===== src/rtl/ex_pipe_unit.sv =====
// ex_pipe_unit: EX stage with operand forwarding, saturating ALU and an iterative shift-add multiplier.
module ex_pipe_unit #(
    parameter int WIDTH  = 16,
    parameter int MUL_EN = 1
) (
    input  logic             clk,
    input  logic             rst_n,
    input  logic             in_valid,
    output logic             in_ready,
    input  logic [WIDTH-1:0] pc_in,
    input  logic [WIDTH-1:0] reg_a,
    input  logic [WIDTH-1:0] reg_b,
    input  logic [WIDTH-1:0] imm,
    input  logic [3:0]       opcode,
    input  logic             alu_src,
    input  logic             pc_switch,
    input  logic [1:0]       fwd_a,
    input  logic [1:0]       fwd_b,
    input  logic [WIDTH-1:0] mem_fwd,
    input  logic [WIDTH-1:0] wb_fwd,
    input  logic             stall_in,
    input  logic             flush,
    output logic             out_valid,
    output logic [WIDTH-1:0] alu_out,
    output logic [2:0]       flags,
    output logic             busy
);
    localparam int SW = $clog2(WIDTH);
    localparam int CW = $clog2(WIDTH + 1);
    localparam logic [WIDTH-1:0] MAXP = {1'b0, {(WIDTH-1){1'b1}}};
    localparam logic [WIDTH-1:0] MINN = {1'b1, {(WIDTH-1){1'b0}}};

    typedef enum logic [1:0] {IDLE, RUN, DONE} state_t;

    state_t             state;
    logic [CW-1:0]      cnt;
    logic [WIDTH-1:0]   a_fwd, b_fwd, in1, in2, sum, dif, res, ma, mb, acc;
    logic [2*WIDTH-1:0] rot;
    logic [SW-1:0]      sh;
    logic               v_add, v_sub, vf, is_mul, accept;
    logic [1:0]         upd;

    assign a_fwd    = fwd_a[1] ? mem_fwd : fwd_a[0] ? wb_fwd : reg_a;
    assign b_fwd    = fwd_b[1] ? mem_fwd : fwd_b[0] ? wb_fwd : reg_b;
    assign in1      = pc_switch ? pc_in : a_fwd;
    assign in2      = alu_src ? b_fwd : imm;
    assign sh       = in2[SW-1:0];
    assign sum      = in1 + in2;
    assign dif      = in1 - in2;
    assign rot      = {in1, in1} >> sh;
    assign v_add    = (in1[WIDTH-1] == in2[WIDTH-1]) && (sum[WIDTH-1] != in1[WIDTH-1]);
    assign v_sub    = (in1[WIDTH-1] != in2[WIDTH-1]) && (dif[WIDTH-1] != in1[WIDTH-1]);
    assign vf       = (opcode == 4'd0) ? v_add : v_sub;
    assign is_mul   = (MUL_EN != 0) && (opcode == 4'd8);
    assign busy     = (state != IDLE);
    assign in_ready = ~busy & ~(out_valid & stall_in);
    assign accept   = in_valid & in_ready & ~flush;

    // upd: 0 = no flag change, 1 = Z only, 2 = Z,V,N
    always_comb begin
        res = in2;
        upd = 2'd0;
        case (opcode)
            4'd0: begin res = v_add ? (in1[WIDTH-1] ? MINN : MAXP) : sum; upd = 2'd2; end
            4'd1: begin res = v_sub ? (in1[WIDTH-1] ? MINN : MAXP) : dif; upd = 2'd2; end
            4'd2: begin res = in1 ^ in2; upd = 2'd1; end
            4'd3: begin res = in1 & in2; upd = 2'd1; end
            4'd4: begin res = in1 | in2; upd = 2'd1; end
            4'd5: begin res = in1 << sh; upd = 2'd1; end
            4'd6: begin res = $signed(in1) >>> sh; upd = 2'd1; end
            4'd7: begin res = rot[WIDTH-1:0]; upd = 2'd1; end
            default: ;
        endcase
    end

    always_ff @(posedge clk or negedge rst_n) begin
        if (!rst_n) begin
            state     <= IDLE;
            cnt       <= '0;
            ma        <= '0;
            mb        <= '0;
            acc       <= '0;
            out_valid <= 1'b0;
            alu_out   <= '0;
            flags     <= 3'b000;
        end else if (flush) begin
            state     <= IDLE;
            cnt       <= '0;
            out_valid <= 1'b0;
        end else begin
            case (state)
                IDLE: begin
                    if (accept && is_mul) begin
                        state     <= RUN;
                        cnt       <= CW'(WIDTH);
                        ma        <= in1;
                        mb        <= in2;
                        acc       <= '0;
                        out_valid <= 1'b0;
                    end else if (accept) begin
                        alu_out   <= res;
                        out_valid <= 1'b1;
                        if (upd == 2'd2) flags <= {res == '0, vf, res[WIDTH-1]};
                        else if (upd == 2'd1) flags[2] <= (res == '0);
                    end else if (!stall_in) begin
                        out_valid <= 1'b0;
                    end
                end
                RUN: begin
                    acc <= acc + (mb[0] ? ma : '0);
                    ma  <= ma << 1;
                    mb  <= mb >> 1;
                    cnt <= cnt - 1'b1;
                    if (cnt == CW'(1)) state <= DONE;
                    if (!stall_in) out_valid <= 1'b0;
                end
                default: begin
                    alu_out   <= acc;
                    flags[2]  <= (acc == '0);
                    out_valid <= 1'b1;
                    state     <= IDLE;
                end
            endcase
        end
    end
endmodule


===== config.mk =====
export PLATFORM = sky130hd
export DESIGN_NAME = ex_pipe_unit
export DESIGN_NICKNAME = d
export VERILOG_FILES = /design/src/rtl/ex_pipe_unit.sv
export SDC_FILE = /design/constraint.sdc
export NUM_CORES = 1
export LEC_CHECK = 0
export CAP_MARGIN = 25
export CORE_UTILIZATION = 52
export CTS_CLUSTER_DIAMETER = 150
export DETAILED_ROUTE_END_ITERATION = 8
export GPL_TIMING_DRIVEN = 0
export HOLD_SLACK_MARGIN = 0.08
export PLACE_DENSITY = 0.76
export SYNTH_ARGS = -nofsm -noshare
export SYNTH_HDL_FRONTEND = slang
export SYNTH_SLANG_ARGS = --single-unit
export TNS_END_PERCENT = 30

===== constraint.sdc =====
create_clock -name clk -period 3 [get_ports clk]
set_clock_uncertainty 0.1 [all_clocks]
set_input_delay 0.3 -clock clk [delete_from_list [all_inputs] [get_ports clk]]
set_output_delay 0.3 -clock clk [all_outputs]
set_load 0.05 [all_outputs]

==> results.md <==
* Seq cells post-synth at 75
* CTS Buffer Depth at 2
* Placer congestion estimate at 1.05
* RSZ-0062 raised after global routing: yes
* Synth async-reset ratio at 100%
* EDFF count, synth at 0
* N_diodes at 0
* PD cells at 443 mW/mm2
* FF-to-FF Start: mb[0]$_DFFE_PN0P_
* Pre-Repair DR Iteration Count at 9
* Crit share post-route at 195%
* Slew margin rel. at 31.7%
* WS Path Type: in2reg
* Number of I/O port buffers at 127
* 1st-iter DRT viols at 1284
* Vias in the first global route at 10900
* Failing checks: design-rule violations, negative setup slack
* Gr usage total at 42.6%
* Initial core utilization at 53.4%
* Final ANT Viol Nets at 0
* Total grt overflow at 0
* CTS tree: built
* DPL Wire Length at 30100 um
* Minimum clock period at 5.85 ns
* Clock-pin slew on the worst setup and hold paths at 0.07 ns
* Syn Area/Cell at 7.61 um2
* Residual DRC count at 2
* Vias per cell at 6.75
* Synth unique cells at 82
* Die Y at 138 um
* Final Util at 71.6%
* CTS HTree Levels at 3
* Largest net degree at the start of global routing at 68
* Post-Syn Area at 0.00967 mm2
* Worst slew pin tran at 1.02 ns
* Vias post-DR at 11500
* Worst EP required at 3.14 ns
* Io pins at 133
* Final hold violation count at 0
* Initial antenna violation count at 0
* CTS root buf: clkbuf_16
* Core area at 0.0181 mm2
* Most used DFF post-synth: dfrtp_1
* Worst setup EP type: register
* Maximum VDD drop at 0.000317 V
* # clock sinks at 75
* Post-route setup slack at -2.85 ns
* CP arrival at 5.99 ns
* Sequential area share after synthesis at 19.4%
* Startpoint types: primary input
* Die ar. at 0.0191 mm2
* YS warnings at 0
* First-pass GRT wire length at 62900 um
* Crit Path Max Fanout at 4
* P_leak at 0.00551 uW
* Crit path from: fwd_b[0]
* Placement Rows at 49
* Cell taking the most area after synthesis: dfrtp_1
* Final Instance Area at 0.0130 mm2
* Min-delay worst type: in2async
* Fin nets at 1651
* Routed wire per std cell at 24.5 um
* WL final at 41500 um
* FMAX at 0.171 GHz
* DP Area at 0.0114 mm2
* Cts bufs inserted at 9
* Status: finished, violations left
* Slew Limit Fails at 0
* Clock Latency Late Sink at 0.35 ns
* Share of the synthesized area in the top cell type at 19.4%
* Top post-synthesis cells by area: dfrtp_1 19%, ha_1 9.2%, mux2i_1 7.8%, nor2_1 5.3%, nand2_1 5.3%
* Cells after synthesis at 1270
* Syn_nets at 1456
* Final setup viols at 23
* Die width at 138 um
* Max-cap check violation count at 0
* Area Overhead vs Synth at 34.0%
* Layout cells sized above 1 at 17.7%
-- layout make-up --
| class | count | area, um2 |
|---|---|---|
| clock buffer | 10 | 239 |
| sequential | 75 | 1880 |
| tap | 229 | 287 |
| inverter | 49 | 190 |
| timing repair buffer | 186 | 1780 |
| multi-input combinational | 1060 | 7900 |
| clock inverter | 5 | 86.3 |
| fill | 1444 | 5130 |
| buffer | 84 | 588 |
-- cell families (layout without fill, tap and decap cells) --
kind of cell	Yosys count	count (layout)	share of synthesized area [%]
xor gates and xnor gates	34	34	3.08
and+or+nand+nor	427	427	20.2
DFF	75	75	19.4
muxes	105	105	11.7
AOI/OAI and AO/OA	419	419	29.5
buffers and inverters	135	334	6.03
adders and majority gates	75	75	10.0
-- synthesized netlist by cell type, types with 24 or more instances --
cell,n
nor2_1,137
mux2i_1,75
mux2_2,25
inv_1,45
nand3_1,25
o21ai_0,95
dfrtp_1,75
ha_1,71
clkbuf_1,62
a21oi_1,101
xnor2_1,24
nand2_1,136
-- per-stage QoR --
stage	std cells	total power (uW)	setup slack (ns)	setup TNS (ns)	hold WS [ns]
4_1_cts	1688	5470	-2.82	-42.31	0.231
5_1_grt	1698	5960	-2.93	-46.49	0.236
6_report	1698	5740	-2.85	-44.41	0.224
3_5_place_dp	1627	3990	-4.67	-110.06	0.0397
3_3_place_gp	1626	3950	-4.51	-184.12	0.365
2_1_floorplan	1270	3100	-2.48	-37.11	-0.0956
-- critical path, stage by stage --
cell and delay [ns]:
buf_12 0.11, mux2_4 0.31, a221oi_4 0.35, clkbuf_8 0.21, clkbuf_16 0.13, ha_4 0.19, clkbuf_16 0.14, or3_4 0.37
o221ai_4 0.29, o221ai_2 0.17, a211oi_2 0.30, nor2_1 0.08, o21bai_1 0.14, a21oi_1 0.09, nor2_1 0.13, nor2_2 0.09
fa_2 0.57, nand2_2 0.09, buf_6 0.13, o21ai_4 0.23, buf_6 0.15, a21oi_2 0.03, a221o_1 0.34, o31ai_4 0.32
nand2_2 0.13, nor4_4 0.18, nand4b_1 0.18, o41ai_2 0.22
-- layout by cell type (no fill, tap or decap), types with 11 or more instances in the layout --
master / Yosys / final
a22o_1: 14 / 14
a221oi_1: 15 / 13
a211oi_1: 17 / 13
nor3_1: 23 / 23
mux2_2: 25 / 23
clkbuf_1: 62 / 47
and2_1: 23 / 21
o21bai_1: 12 / 11
a21oi_2: 0 / 15
nand3_1: 25 / 24
mux2i_1: 75 / 71
nor2b_1: 13 / 11
clkdlybuf4s50_1: 0 / 114
a21oi_1: 101 / 85
inv_1: 45 / 42
o21ai_1: 3 / 15
buf_4: 2 / 45
nand2_1: 136 / 133
dfrtp_1: 75 / 74
o21ai_0: 95 / 80
o221ai_4: 0 / 11
buf_6: 7 / 21
o211ai_1: 19 / 19
o22ai_1: 22 / 21
nor2_1: 137 / 130
nand2b_1: 23 / 22
xnor2_1: 24 / 24
ha_1: 71 / 66
clkbuf_16: 0 / 11
-- sequential cells by signal (all words and copies together) (netlist names) --
signal / flops
state: 2
alu_out: 16
acc: 16
out_valid: 1
ma: 16
cnt: 5
flags: 3
mb: 16
-- metal layers --
| layer | vias to the layer above | global-route usage [%] | part of all wire (%) |
|---|---|---|---|
| met4 | 0 | 23.7 | 6.0 |
| li1 | 5051 | - | - |
| met3 | 190 | 13.1 | 12 |
| met1 | 5446 | 52.9 | 38 |
| met2 | 772 | 65.9 | 44 |
| met5 | - | 0 | 0 |
-- worst paths after layout --
check,to,slack [ns],cells past startpoint
min in group clk,alu_out[15]$_DFFE_PN0P_,0.38,2
max in group asynchronous,mb[0]$_DFFE_PN0P_,2.00,3
min reg2reg,alu_out[15]$_DFFE_PN0P_,0.38,2
max reg2reg,acc[14]$_DFFE_PN0P_,-0.10,14
max,flags[2]$_DFFE_PN0P_,-2.85,28
min,alu_out[4]$_DFFE_PN0P_,0.22,2
-- what timing repair did --
| action | in CTS | in global routing |
|---|---|---|
| hold endpoints to repair | 75 | 0 |
| hold buffers | 1 | 0 |
| resized for setup | 144 | 49 |
| endpoints found under the setup margin | 68 | 44 |
| buffers inserted | 46 | 13 |
| pin swaps | 52 | 35 |
-- power by group --
part	internal [uW]	switching, uW	leakage, uW
combinational	1280	1900	0.00437
clock	753	462	0.000159
sequential	1190	146	0.000982
Power figures use the tool's default switching activity.
